<file path="src/rtl/wb_core_bridge.sv">
// wb_core_bridge: Wishbone slave decoding CTRL/STATUS registers and a word window into core memory
//   Optional macro WB_CORE_BRIDGE_TIMEOUT_EN: abort a stalled memory access after TIMEOUT cycles
//   Ports: wb_clk_i/wb_rst_n_i   clock, asynchronous active-low reset
//          wbs_*                 Wishbone slave (single-cycle ack, read data valid with ack only)
//          core_rst_n_o/boot_o   CTRL[0]/CTRL[1]
//          mem_req_*             valid/ready request channel, payload held stable while stalled
//          mem_rsp_*             one response per request (reads and writes)
module wb_core_bridge #(
  parameter logic [31:0] BASE_ADDR = 32'h3000_0000,
  parameter int ADDR_WIDTH = 20,
  parameter int TIMEOUT = 255
) (
  input  logic                  wb_clk_i,
  input  logic                  wb_rst_n_i,
  input  logic                  wbs_cyc_i,
  input  logic                  wbs_stb_i,
  input  logic                  wbs_we_i,
  input  logic [3:0]            wbs_sel_i,
  input  logic [31:0]           wbs_adr_i,
  input  logic [31:0]           wbs_dat_i,
  output logic                  wbs_ack_o,
  output logic [31:0]           wbs_dat_o,
  output logic                  core_rst_n_o,
  output logic                  core_boot_o,
  output logic                  mem_req_valid_o,
  input  logic                  mem_req_ready_i,
  output logic                  mem_req_we_o,
  output logic [ADDR_WIDTH-1:0] mem_req_addr_o,
  output logic [3:0]            mem_req_be_o,
  output logic [31:0]           mem_req_data_o,
  input  logic                  mem_rsp_valid_i,
  input  logic [31:0]           mem_rsp_data_i
);
  typedef enum logic [1:0] {IDLE, ACK, REQ, RSP} state_t;
  state_t state, nxt;
  logic [1:0] ctrl_q;
  logic [31:0] dat_q, reg_rd;
  logic [23:0] off;
  logic tmo_q, tmo_hit, drop_q, hit, accept, is_mem, busy, done, fin, drop_now, stat_clr;
  assign off = wbs_adr_i[23:0];
  assign is_mem = off[23];
  assign hit = wbs_cyc_i & wbs_stb_i & (wbs_adr_i[31:24] == BASE_ADDR[31:24]);
  assign accept = (state == IDLE) & hit;
  assign busy = (state == REQ) | (state == RSP);
  // a response completes the access in RSP, or in REQ only together with the handshake
  assign done = mem_rsp_valid_i & ((state == RSP) | ((state == REQ) & mem_req_ready_i));
  assign fin = done | tmo_hit;
  // the master abandoned the cycle: finish the memory transaction silently
  assign drop_now = drop_q | ~wbs_cyc_i;
  assign stat_clr = accept & wbs_we_i & wbs_sel_i[0] & (off == 24'h4) & wbs_dat_i[1];
  assign reg_rd = (off == 24'h0) ? {30'b0, ctrl_q} :
                  (off == 24'h4) ? {16'hC0DE, 14'b0, tmo_q, ctrl_q[0]} : '0;
  assign core_rst_n_o = ctrl_q[0];
  assign core_boot_o = ctrl_q[1];
`ifdef WB_CORE_BRIDGE_TIMEOUT_EN
  localparam int CW = $clog2(TIMEOUT + 1);
  logic [CW-1:0] cnt_q;
  always_ff @(posedge wb_clk_i or negedge wb_rst_n_i)
    if (!wb_rst_n_i) cnt_q <= '0;
    else if (accept) cnt_q <= '0;
    else if (busy) cnt_q <= cnt_q + 1'b1;
  assign tmo_hit = busy & ~done & (cnt_q == CW'(TIMEOUT - 1));
  always_ff @(posedge wb_clk_i or negedge wb_rst_n_i)
    if (!wb_rst_n_i) tmo_q <= 1'b0;
    else if (tmo_hit) tmo_q <= 1'b1;
    else if (stat_clr) tmo_q <= 1'b0;
`else
  assign tmo_hit = 1'b0;
  assign tmo_q = 1'b0;
`endif
  always_ff @(posedge wb_clk_i or negedge wb_rst_n_i)
    if (!wb_rst_n_i) state <= IDLE;
    else state <= nxt;
  always_comb begin
    nxt = (state == IDLE) ? (accept ? (is_mem ? REQ : ACK) : IDLE) :
          (state == ACK) ? IDLE :
          fin ? (drop_now ? IDLE : ACK) :
          ((state == REQ) & mem_req_ready_i) ? RSP : state;
  end
  always_comb begin
    wbs_ack_o = state == ACK;
    wbs_dat_o = (state == ACK) ? dat_q : '0;
    mem_req_valid_o = state == REQ;
  end
  always_ff @(posedge wb_clk_i or negedge wb_rst_n_i)
    if (!wb_rst_n_i) begin
      ctrl_q <= '0;
      dat_q <= '0;
      drop_q <= 1'b0;
      mem_req_we_o <= 1'b0;
      mem_req_addr_o <= '0;
      mem_req_be_o <= '0;
      mem_req_data_o <= '0;
    end else begin
      if (accept) begin
        drop_q <= 1'b0;
        dat_q <= wbs_we_i ? '0 : reg_rd;
        if (wbs_we_i & wbs_sel_i[0] & (off == 24'h0)) ctrl_q <= wbs_dat_i[1:0];
        if (is_mem) begin
          mem_req_we_o <= wbs_we_i;
          mem_req_addr_o <= wbs_adr_i[ADDR_WIDTH+1:2];
          mem_req_be_o <= wbs_sel_i;
          mem_req_data_o <= wbs_dat_i;
        end
      end
      if (busy & ~wbs_cyc_i) drop_q <= 1'b1;
      if (done) dat_q <= mem_req_we_o ? '0 : mem_rsp_data_i;
      else if (tmo_hit) dat_q <= 32'hDEAD_BEEF;
    end
endmodule
</file>
<file path="config.mk">
export PLATFORM = sky130hd
export DESIGN_NAME = wb_core_bridge
export DESIGN_NICKNAME = d
export VERILOG_FILES = /design/src/rtl/wb_core_bridge.sv
export SDC_FILE = /design/constraint.sdc
export NUM_CORES = 1
export LEC_CHECK = 0
export BUFFER_PORTS_ARGS = -buffer_cell sky130_fd_sc_hd__buf_4
export CAP_MARGIN = 20
export CORE_MARGIN = 1
export CORE_UTILIZATION = 46
export DETAILED_ROUTE_END_ITERATION = 7
export GPL_TIMING_DRIVEN = 0
export PLACE_DENSITY_LB_ADDON = 0.12
export SLEW_MARGIN = 20
export SYNTH_ARGS = -nofsm -noshare
export SYNTH_HDL_FRONTEND = slang
export SYNTH_SLANG_ARGS = --single-unit
</file>
<file path="constraint.sdc">
create_clock -name wb_clk_i -period 5.4 [get_ports wb_clk_i]
set_input_delay 0.27 -clock wb_clk_i [delete_from_list [all_inputs] [get_ports wb_clk_i]]
set_output_delay 0.27 -clock wb_clk_i [all_outputs]
set_load 0.02 [all_outputs]
</file>
==> summary.md <==
| Metric | Value |
|---|---|
| Avg Cell Area, Syn | 13.69 sq um |
| Inserted Diodes | 0 |
| Worst-skew pair later-pin latency | 0.35 ns |
| MaxCap Viol Count | 0 |
| Detailed placement HPWL | 7566 microns |
| Initial antenna violation count | 0 |
| Peak Freq | 462.9 MHz |
| R2R setup slack | 3.47 ns |
| Fin crit share | 40.00% |
| Drt drc | 0 |
| Final Hold Slack | -0.01104 ns |
| Unrepaired setup endpoints after global routing | no |
| Post-synth ARST share | 100.0% |
| Psw | 0.4571 mW |
| Met3 wire length | 790 microns |
| Final wirelength | 10060 microns |
| Status | finished, violations left |
| Worst-path clk slew | 0.09 ns |
| Layout cells sized above 1 | 57.03% |
| Clock Tree Buf Depth | 2 |
| Final hold violations | 3 |
| Post-Syn Nets | 397 |
| Area Growth Syn to Fin | 46.88% |
| Post-CTS sizing | 0 |
| Dpl ws | 3.332 ns |
| Drt wl/cell | 16.49 microns |
| Worst min path class | input pin to asynchronous set/reset pin |
| Slew Limit Fails | 0 |
| Maximum vdd drop | 0.0001706 V |
| Grt ovf | 0 |
| CTS tree | yes |
| NumNets Final | 607 |
| DRT Pass-1 Iters | 4 |
| FF-to-FF Start | state[0]$_DFFE_PN0P_ |
| Cell taking the most area after synthesis | dfrtp_1 |
| Drt initial violations | 75 |
| Pleak | 3.152 nW |
| CP Max Fanout | 10 |
| FF-to-FF End | dat_q[0]$_DFFE_PN0P_ |
| Post-synth top flop | dfrtp_1 |
| Total number of vias | 3106 |
| Clk_skew | 0.01119 ns |
| Setup TNS | 0 ns |
| Reg power frac | 49.4% |
| Clock group share of total power | 30.4% |
| Most frequent cell after synthesis | dfrtp_1 |
| Crit path capture type | primary output |
| Worst path required time | 5.13 ns |
| Routed wl met2 | 5057 microns |
| Synth area leaders | dfrtp_1 59%, mux2_2 11%, mux2_4 7.2%, and2_1 5.0%, a22o_1 4.9% |
| GRT Total Usage | 22.94% |
| Largest net degree at the start of global routing | 95 |
| Max_slew headroom | 43.29% |
| Antenna Violating Nets Remaining | 0 |
| Setup bufs post-CTS | 0 |
| Reg2Reg Depth | 5 |
| Clock sinks | 94 |
| CP max stage cell | dfrtp_1 |
| Synth cell types | 34 |
| Clock Tree Root | clkbuf_8 |
| Port-buffer cells | 199 |
| Crit Path Category | register to primary output |
| H-tree levels | 3 |
| Fill cells | 631 |
| Register area share after synthesis | 59.23% |
| Row cnt | 33 |
| Critical Path AT | 1.89 ns |
| Switching fraction of total power | 26.23% |
| Finish-stage setup viols | 0 |
| Period minus WS final | 2.160 ns |
| Die Width | 94.92 microns |
| Actual slew at the worst max-slew pin | 0.8507 ns |
| Internal power | 1.285 mW |
| Share of the synthesized area in the top cell type | 59.23% |
| CTS Buf Count | 9 |
| Synth Register Bits | 94 |
| Hold_buf cts | 0 |
| Die area | 0.009009 sq mm |
| Post-synth EDFFs | 0 |
| Slowest stage delay, CP | 0.46 ns |
| Top Metal Used | met4 |
| PD cells | 298.7 mW/mm^2 |
| Commonest cells in the synthesized netlist | 94 x dfrtp_1, 40 x mux2_2, 32 x and2_1 |
| Setup crit start kind | register |
| Final setup margin | 3.240 ns |
| Logic pwr share | 20.2% |
| Die Y-Extent | 94.92 microns |
| Synthesis warning total | 0 |
| Core ar. | 0.008299 sq mm |
| Cells after Synth | 290 |
| RePlAce Congestion | 0.7596 |
| Failing checks | negative hold slack |
| CP cell instances | nor2b_1 -> clkbuf_1 -> and2_1 -> buf_4 |
| Number of global-route vias before repair | 3171 |
| I/O Pins | 200 |
| Vias per cell | 5.092 |
| First-pass GRT wire length | 15550 microns |
| Netlist Area Pre-Place | 0.003971 sq mm |
| WL met1 | 4098 microns |
| Initial core utilization | 47.85% |
## critical path: cells and delay by family (launching register included)
kind                   cells  cell delay (ns)
buffers and inverters      2             0.47
flip-flops                 1             0.46
AND/OR/NAND/NOR            2             0.63
## flip-flops by register name, summed over array words and instances (netlist names)
register / flops
ctrl_q: 2
dat_q: 32
drop_q: 1
mem_req_addr_o: 20
mem_req_be_o: 4
mem_req_data_o: 32
mem_req_we_o: 1
state: 2
## cell type report
type,instances,area [sq um],share of cell area (%)
Multi-Input combinational cell,176,1519,26.04
Buffer,17,88.84,1.523
Sequential cell,94,2352,40.33
Inverter,3,11.26,0.1931
Tap cell,105,131.4,2.252
Clock inverter,5,81.33,1.394
Clock buffer,11,151.4,2.595
Timing Repair Buffer,199,1498,25.68
## per-layer routing
metal,track usage (%),up-vias
li1,-,1458
met1,28.70,1511
met2,38.19,127
met3,6.441,10
met4,7.702,0
met5,0,-
## how the worst max path moves through the flow
stage / from / cells after the start / to / slack, ns
6_report: state[0]$_DFFE_PN0P_ / 4 / wbs_dat_o[4] / 3.24
5_1_grt: state[0]$_DFFE_PN0P_ / 4 / wbs_dat_o[8] / 3.01
4_1_cts: state[0]$_DFFE_PN0P_ / 4 / wbs_dat_o[4] / 3.22
3_5_place_dp: wbs_adr_i[25] / 5 / ctrl_q[1]$_DFFE_PN0P_ / 3.33
3_3_place_gp: wbs_adr_i[25] / 5 / ctrl_q[1]$_DFFE_PN0P_ / 3.40
2_1_floorplan: state[0]$_DFFE_PN0P_ / 4 / ctrl_q[0]$_DFFE_PN0P_ / 3.66
## power by group through the flow
stage	clock network [mW]	logic, mW	registers, mW
finish	0.530	0.351	0.861
CTS	0.541	0.356	0.862
detailed placement	0	0.354	0.876
global route	0.566	0.386	0.876
global placement	0	0.346	0.870
floorplan	0	0.187	0.869
## through the flow
stage | std cells | instance area (sq um) | power, mW | utilization (%)
final | 610 | 5833 | 1.743 | 70.28
after global routing | 610 | 5833 | 1.828 | 70.28
after CTS | 610 | 5833 | 1.759 | 70.28
after detailed placement | 594 | 5600 | 1.230 | 67.48
after global placement | 594 | 5597 | 1.216 | 67.44
after floorplan | 290 | 3971 | 1.056 | -
## cell families after synthesis
group	count (synthesis)	share of synthesized area (%)
AO/OA/AOI/OAI	43	8.192
buffers and inverters	20	2.520
flip-flops	94	59.23
multiplexers	59	18.53
AND/OR/NAND/NOR	74	11.53
## cells in the final DEF (no fill, tap or decap), drive strengths merged, types with 5 or more instances in the layout
cell type / instances
a21oi: 5
a22o: 22
a31oi: 9
and2: 32
buf: 207
clkbuf: 20
dfrtp: 94
mux2: 59
nand2: 10
nor2: 12
nor4: 6
No activity file was read; power rests on OpenSTA's default activity.
